File: config.mk
export PLATFORM = sky130hd
export DESIGN_NAME = note_sequencer
export DESIGN_NICKNAME = d
export VERILOG_FILES = /design/src/rtl/note_sequencer.sv
export SDC_FILE = /design/constraint.sdc
export NUM_CORES = 1
export LEC_CHECK = 0
export ABC_AREA = 1
export BUFFER_PORTS_ARGS = -buffer_cell sky130_fd_sc_hd__buf_2
export CAP_MARGIN = 20
export CORE_MARGIN = 2
export CORE_UTILIZATION = 58
export DETAILED_ROUTE_END_ITERATION = 16
export MAX_ROUTING_LAYER = met4
export PLACE_DENSITY = 0.78
export SYNTH_ARGS = -nofsm -noshare
export SYNTH_HDL_FRONTEND = slang
export SYNTH_SLANG_ARGS = --single-unit
File: constraint.sdc
create_clock -name i_clk -period 4.91 [get_ports i_clk]
set_clock_uncertainty 0.2 [all_clocks]
set_input_delay 0.982 -clock i_clk [delete_from_list [all_inputs] [get_ports i_clk]]
set_output_delay 0.982 -clock i_clk [all_outputs]
set_load 0.02 [all_outputs]
File: src/rtl/note_sequencer.sv
// Programmable note sequencer: DEPTH-entry (note, length) pattern memory
// stepped by note strobes, driving the PWM channel phase delta.
module note_sequencer #(
    parameter int DEPTH  = 16,
    parameter int NOTE_W = 6,
    parameter int LEN_W  = 5,
    parameter int IDX_W  = $clog2(DEPTH)
) (
    input  logic              i_clk,
    input  logic              i_rst_n,
    input  logic              i_note_stb,
    input  logic              i_wr_en,
    input  logic [IDX_W-1:0]  i_wr_addr,
    input  logic [NOTE_W-1:0] i_wr_note,
    input  logic [LEN_W-1:0]  i_wr_len,
    input  logic [IDX_W-1:0]  i_last_index,
    input  logic              i_loop,
    input  logic              i_start,
    input  logic              i_stop,
    output logic [NOTE_W-1:0] o_note,
    output logic [IDX_W-1:0]  o_index,
    output logic              o_new_note,
    output logic              o_busy,
    output logic              o_done,
    output logic [31:0]       o_phase_delta
);

    typedef enum logic {S_IDLE, S_PLAY} state_t;

    state_t              r_state, w_state_nxt;
    logic [IDX_W-1:0]    r_idx, w_idx_nxt;
    logic [LEN_W-1:0]    r_cnt, w_cnt_nxt;
    logic                r_new, w_new_nxt;
    logic                r_done, w_done_nxt;
    logic [NOTE_W-1:0]   r_note_mem [DEPTH];
    logic [LEN_W-1:0]    r_len_mem  [DEPTH];

    logic                w_end;
    logic                w_last;
    logic [NOTE_W-1:0]   w_note;

    // Equal-tempered deltas for octave 2 (C..B), 50 MHz, 32-bit accumulator
    function automatic logic [31:0] note_table(input logic [NOTE_W-1:0] n);
        logic [31:0] base;
        int unsigned k, semi, oct;
        if (n == '0) return '0;
        k    = 32'(n) - 1;
        semi = k % 12;
        oct  = k / 12;
        case (semi)
            0:       base = 32'd5619;
            1:       base = 32'd5953;
            2:       base = 32'd6307;
            3:       base = 32'd6681;
            4:       base = 32'd7079;
            5:       base = 32'd7500;
            6:       base = 32'd7946;
            7:       base = 32'd8418;
            8:       base = 32'd8919;
            9:       base = 32'd9449;
            10:      base = 32'd10011;
            default: base = 32'd10606;
        endcase
        return base << oct;
    endfunction

    assign w_end  = (r_cnt == r_len_mem[r_idx]);
    // A lowered last index still ends the pattern at the current entry
    assign w_last = (r_idx >= i_last_index);

    always_comb begin
        w_state_nxt = r_state;
        w_idx_nxt   = r_idx;
        w_cnt_nxt   = r_cnt;
        w_new_nxt   = 1'b0;
        w_done_nxt  = 1'b0;
        if (i_stop) begin
            w_state_nxt = S_IDLE;
            w_cnt_nxt   = '0;
        end else if (i_start) begin
            w_state_nxt = S_PLAY;
            w_idx_nxt   = '0;
            w_cnt_nxt   = '0;
            w_new_nxt   = 1'b1;
        end else if (i_note_stb && r_state == S_PLAY) begin
            if (!w_end) begin
                w_cnt_nxt = r_cnt + 1'b1;
            end else if (!w_last) begin
                w_cnt_nxt = '0;
                w_idx_nxt = r_idx + 1'b1;
                w_new_nxt = 1'b1;
            end else if (i_loop) begin
                w_cnt_nxt = '0;
                w_idx_nxt = '0;
                w_new_nxt = 1'b1;
            end else begin
                w_state_nxt = S_IDLE;
                w_cnt_nxt   = '0;
                w_idx_nxt   = '0;
                w_done_nxt  = 1'b1;
            end
        end
    end

    always_ff @(posedge i_clk or negedge i_rst_n) begin
        if (!i_rst_n) begin
            r_state <= S_IDLE;
            r_idx   <= '0;
            r_cnt   <= '0;
            r_new   <= 1'b0;
            r_done  <= 1'b0;
            for (int i = 0; i < DEPTH; i++) begin
                r_note_mem[i] <= '0;
                r_len_mem[i]  <= '0;
            end
        end else begin
            r_state <= w_state_nxt;
            r_idx   <= w_idx_nxt;
            r_cnt   <= w_cnt_nxt;
            r_new   <= w_new_nxt;
            r_done  <= w_done_nxt;
            if (i_wr_en) begin
                r_note_mem[i_wr_addr] <= i_wr_note;
                r_len_mem[i_wr_addr]  <= i_wr_len;
            end
        end
    end

    assign w_note        = (r_state == S_PLAY) ? r_note_mem[r_idx] : '0;
    assign o_note        = w_note;
    assign o_index       = r_idx;
    assign o_new_note    = r_new;
    assign o_busy        = (r_state == S_PLAY);
    assign o_done        = r_done;
    assign o_phase_delta = note_table(w_note);

endmodule

# After elaboration in Yosys (flattened, before gate mapping)
# Memories as Yosys holds them, arrays and structs flattened.
# Index checks and enable logic that the tools add are counted.
op_classes:
  add_sub_neg: 3
  multipliers: 0
  n_div: 2
  order_cmp: 4
  n_eq_ne: 2
  n_shift: 1
  n_mux: 44
  bitwise: 3
  n_reduce_logical: 11
op_table:
  columns: ["operator", "n"]
  rows:
  - ["32-bit 2-to-1 mux", 4]
  - ["96-bit bitwise mux", 1]
  - ["80-bit bitwise mux", 1]
  - ["5-bit 2-to-1 mux", 7]
  - ["32-bit by 4-bit divider with 32-bit output (second input constant)", 1]
  - ["32-bit by 4-bit modulo with 32-bit output (second input constant)", 1]
  - ["32-bit by 32-bit left shift with 32-bit output", 1]
  - ["28-bit logical NOT", 1]
  - ["6-bit binary-select mux with 4-bit select", 1]
  - ["6-bit demux with 4-bit select", 1]
  - ["6-bit 2-to-1 mux", 4]
  - ["5-bit binary-select mux with 4-bit select", 1]
  - ["5-bit demux with 4-bit select", 1]
  - ["1-bit 2-to-1 mux", 19]
  - ["4-bit 2-to-1 mux", 4]
  - ["5-bit greater-or-equal comparator (second input constant)", 2]
  - ["4-bit NOT with 5-bit output", 2]
  - ["3-bit nonzero test", 3]
  - ["6-bit by 1-bit subtractor with 7-bit output (second input constant)", 1]
  - ["6-bit logical NOT", 1]
  - ["5-bit by 1-bit adder with 5-bit output (second input constant)", 1]
  - ["5-bit equality test", 1]
  - ["5-bit by 1-bit less-than comparator with 1-bit output (second input constant)", 1]
  - ["4-bit by 1-bit adder with 4-bit output (second input constant)", 1]
  - ["other kinds (7)", 9]
word_totals:
  ff_bits: 188
  latchBits: 0
  ramBits: 0
  rom_bits: 224
  inputBits: 26
  out_inout_bits: 45
  word_cells: 108
  n_memories: 1
memory_table:
  columns: ["memory", "words", "width", "read_ports", "rd_clocked_by_memory_dff", "write_ports", "line_no", "rtl"]
  rows:
  - ["(no name shown)", 16, 14, 1, 0, 0, "50", "case (semi)"]

# Depth between registers and ports, before layout
logic_depth:
  ltp_word: 12
  mapped_depth: 31
  depth_no_buf: 29

# Worst setup path before layout
# OpenSTA, ideal clock, no wires.
synth_path:
  path_type: "flip-flop to output port"
  startpoint: "register r_idx[0] (netlist: o_index[0])"
  endpoint: "output port o_phase_delta[15]"
  arrival_time_ps: 3465
  required_ps: 3728
  slack_ps: 263
  path_stages_with_launch: 27
  n_path_buf: 2
  cell_sequence: "dfrtp_1 buf_6 buf_2 o211ai_1 nand3_1 nand3_1 nand2_1 nand2_1 ha_1 inv_1 a21oi_1 nand2_1 nand2_1 nand4_1 nand2_4 nand2_2 nand2_2 nand3_2 nand2_2 inv_2 ha_1 inv_1 nand2_1 nand4_1 nand3_1 nand2_1 a21oi_1"
synth_between:
  elab_chain_len: 12
synth_lines:
  columns: ["element", "line_no", "rtl"]
  rows:
  - ["start: declaration", "31", "logic [IDX_W-1:0] r_idx, w_idx_nxt;"]
  - ["start signal: assignment", "118", "r_idx <= w_idx_nxt;"]
  - ["4-bit NOT with 5-bit output (implied by the code) *", "129", "assign w_note = (r_state == S_PLAY) ? r_note_mem[r_idx] : '0;"]
  - ["6-bit binary-select mux with 4-bit select *", "129", null]
  - ["6-bit 2-to-1 mux (implied by the code) * (2 in series)", "129", null]
  - ["6-bit 2-to-1 mux *", "129", null]
  - ["6-bit by 1-bit subtractor with 7-bit output", "47", "k = 32'(n) - 1;"]
  - ["32-bit by 4-bit modulo with 32-bit output", "48", "semi = k % 12;"]
  - ["memory read 16 x 14 bit / 28-bit logical NOT (equally long branches)", null, null]
  - ["32-bit 2-to-1 mux", "50", null]
  - ["32-bit 2-to-1 mux", "47", null]
  - ["32-bit by 32-bit left shift with 32-bit output", "64", "return base << oct;"]
  - ["32-bit 2-to-1 mux *", "47", null]
  - ["end: declaration", "25", "output logic [31:0] o_phase_delta"]
# Every way passes the cells marked *; elsewhere a longest branch is shown, timed or not. The select of a mux whose other input is x is not followed.

# Final worst setup path
layout_path:
  startpoint: "register r_idx[0] (netlist: o_index[0])"
  endpoint: "output port o_phase_delta[4]"
# Same word-level chain as after synthesis.

==> flow_metrics.tcl <==
set metrics [dict create \
    ir_drop_mv 0.9852 \
    rsz0062_at_grt "yes" \
    numCtsBuffers 17 \
    crit_chain "buf_12 > bufbuf_16 > nand2_1 > nand3_1 > nand3_1 > nand3_1 > nand2_2 > nand2_4 > buf_4 > xor2_2 > inv_1 > nand2_2 > nand2_4 > buf_4 > o21ai_1 > nand2_4 > nor2_4 > nand2_2 > nand3_2 > nand3_2 > nand2_2 > buf_6" \
    ios 71 \
    reg2reg_depth 19 \
    ant_nets 0 \
    synth_seq_cells 188 \
    syn-instance-count 1359 \
    hold_viol_final 0 \
    grtUsageTotal_pct 31.99 \
    cp-start-kind "flop" \
    diodes 0 \
    area_growth_pct 15.34 \
    drt_iter0_markers 1026 \
    outcome "complete, but fails checks" \
    slew_viol_final 0 \
    clk_pin_slew_ns 0.07 \
    reg2reg_slack_ns 1.01 \
    synth-warning-count 0 \
    violations "negative setup slack" \
    cp_common_cell "nand2_2" \
    finalPower_w 0.007694 \
    nets 1435 \
    wire_per_inst_um 17.10 \
    numPortBuffers 56 \
    placementRows 48 \
    crit_start "o_index[0]" \
    drive_gt1_share_pct 16.17 \
    wl_met3_um 1802 \
    fin_util_pct 68.21 \
    ys.flop_type "dfrtp_1" \
    crit_fanout 9 \
    crit_type "flop to primary output" \
    cp_slowest_cell "dfrtp_4" \
    clk_path_buf_depth 2 \
    grt_max_degree 123 \
    start_util_pct 59.14 \
    grt_pass1_wl_um 44750 \
    netlist_area_um2 10190 \
    htreeDepth 4 \
    design.die.area_um2 18650 \
    drcViolationCount 0 \
    hold_path.class "flop to flop" \
    layout_min_cycle_time_ns 5.169 \
    wl_met1_um 11640 \
    gp_congestion 0.9046 \
    antenna_found_initial 0 \
    dr_wl_met2_um 13630 \
    die_y_um 136.6 \
    fmax_ghz 0.1935 \
    grt-ovfl-total 0 \
    cp_data_required_time_ns 3.73 \
    vias 9358 \
    maxCapViolations 0 \
    worstPathArrival_ns 3.99 \
    dr.pass1.iters 6 \
    cp_slowest_stage_delay_ns 0.59 \
    synth_cell_types 38 \
    worst_setup_path_end_kind "primary output" \
    vias_per_cell 5.724 \
    r2r_end "o_index[3]" \
    r2r-start "o_index[0]" \
    cts_sinks 188 \
    top_layer "met4" \
    coreArea_um2 17240 \
    synth_edf_count 0 \
    die_w_um 136.6 \
    drt-total-wl_um 27960 \
    fillCellCount 1429 \
    root_buffer "clkbuf_16" \
    maxSlewHeadroom_pct 28.61 \
    powerDensity_nw_per_um2 654.4 \
    hpwl_um 17280 \
    worst_slack_ns -0.2590 \
    syn_avg_cell_area_um2 7.501 \
    insertion_delay_ns 0.44 \
    fin_crit_sh_pct 105.3 \
    worstMarginPinSlew_ns 1.068 \
    power_leakage_nw 5.750 \
    cts_tree "built" \
    grt_pass1_vias 8674 \
    yosysSeqAreaShare_pct 46.15 \
    setup_viol 18 \
    critical_path.endpoint "o_phase_delta[4]" \
    async_flop_share_pct 100.0 \
]
[state kept, by name (all words and copies together) (netlist names)]
register    flops
o_new_note      1
r_len_mem      80
r_cnt           5
o_index         4
o_busy          1
r_note_mem     96
o_done          1
[layout by cell type, fill, tap and decap left out, types with 3 or more instances in the layout]
master | Yosys | layout
clkbuf_16 | 0 | 17
clkbuf_8 | 0 | 4
nand3_2 | 7 | 17
o21ai_1 | 13 | 11
buf_4 | 20 | 46
inv_4 | 1 | 3
dfrtp_1 | 188 | 186
nor3_1 | 5 | 3
nand2_1 | 378 | 351
clkinv_2 | 0 | 3
clkbuf_1 | 54 | 3
nand3_1 | 146 | 133
ha_1 | 12 | 10
o211ai_1 | 6 | 6
nor2_1 | 82 | 81
buf_12 | 0 | 3
nand2_2 | 14 | 31
conb_1 | 1 | 14
nand2_4 | 2 | 12
inv_1 | 112 | 108
buf_2 | 14 | 38
nand4_1 | 13 | 13
buf_6 | 10 | 13
buf_16 | 0 | 4
xor2_1 | 7 | 6
a21oi_1 | 35 | 33
o2111ai_1 | 10 | 10
nand3_4 | 0 | 3
inv_2 | 6 | 7
o21ai_0 | 204 | 204
[what timing repair did]
action                                  CTS  global route
hold buffers                              0             0
resized for setup                        71            38
cloned                                    5             0
pin swaps                                22            26
endpoints found under the setup margin   18            18
setup buffers                            15             0
[cells by family (layout without fill, tap and decap cells)]
family,count (synthesis),in the layout,share of synthesized area (%)
fa+ha+maj,12,12,1.473
buf+inv,220,258,9.770
xor+xnor,9,9,0.7733
simple gates,653,653,27.31
other cells,1,14,0.03679
flops,188,188,46.15
compound gates,276,276,14.48
[power breakdown]
group / total [W] / leakage (nW) / switching, W / internal [W]
registers: 0.00204 / 2.36 / 0.000172 / 0.00187
clock network: 0.00133 / 0.274 / 0.000588 / 0.000741
logic: 0.00433 / 3.12 / 0.00270 / 0.00163
[metal layers]
metal  GRT usage, %  vias to the layer above
met4          12.79                        0
met1          41.03                     4465
met3          4.926                       74
met5              -                        -
met2          51.25                      347
li1               -                     4472
[worst max-delay path, delay by kind of cell (launching register included)]
kind	cells	cell delay, ns
buffers and inverters	6	1.02
xor gates and xnor gates	1	0.25
and+or+nand+nor	14	1.44
DFF	1	0.59
AOI/OAI and AO/OA	1	0.24
[worst min-delay path by stage]
stage / start / end / cells after the start
after floorplan: r_note_mem[45] / r_note_mem[45] / 2
after global placement: r_len_mem[37] / r_len_mem[37] / 2
after detailed placement: r_note_mem[75] / r_note_mem[75] / 2
after CTS: r_note_mem[75] / r_note_mem[75] / 2
after global routing: r_note_mem[75] / r_note_mem[75] / 2
final: r_note_mem[75] / r_note_mem[75] / 2
[Yosys cell counts (7+ instances only)]
cell,number,area [um^2]
o2111ai_1,10,87.58
nand2_1,378,1419
o21ai_1,13,65.06
buf_6,10,112.6
inv_1,112,420.4
clkbuf_1,54,202.7
dfrtp_1,188,4705
nand4_1,13,81.33
xor2_1,7,61.31
ha_1,12,150.1
nand2_2,14,87.58
nand3_2,7,70.07
nor2_1,82,307.8
a21oi_1,35,175.2
buf_2,14,70.07
o21ai_0,204,1021
buf_4,20,150.1
nand3_1,146,730.7
[layout make-up]
type,instances,area (um^2),share of cell area (%)
clock buffers,23,478.0,4.065
clock inverters,9,86.33,0.7343
inverters,120,465.4,3.959
multi-input cells,964,4838,41.15
flip-flops and latches,188,4710,40.06
well taps,225,281.5,2.394
repair buffers,106,898.4,7.641
[per-stage QoR]
stage / instances / area, um^2 / TNS, ns / hold WS (ns) / worst slack (ns)
floorplan: 1372 / 10240 / 0 / 0.2457 / 0.2628
global placement: 1583 / 10540 / 0 / 0.2601 / 0.2351
detailed placement: 1583 / 10540 / 0 / 0.2679 / 0.1306
CTS: 1635 / 11620 / -1.267 / 0.2838 / -0.1108
global route: 1635 / 11760 / -6.658 / 0.3015 / -0.4152
finish: 1635 / 11760 / -3.033 / 0.2846 / -0.2590
(Power assumes the default switching activity.)
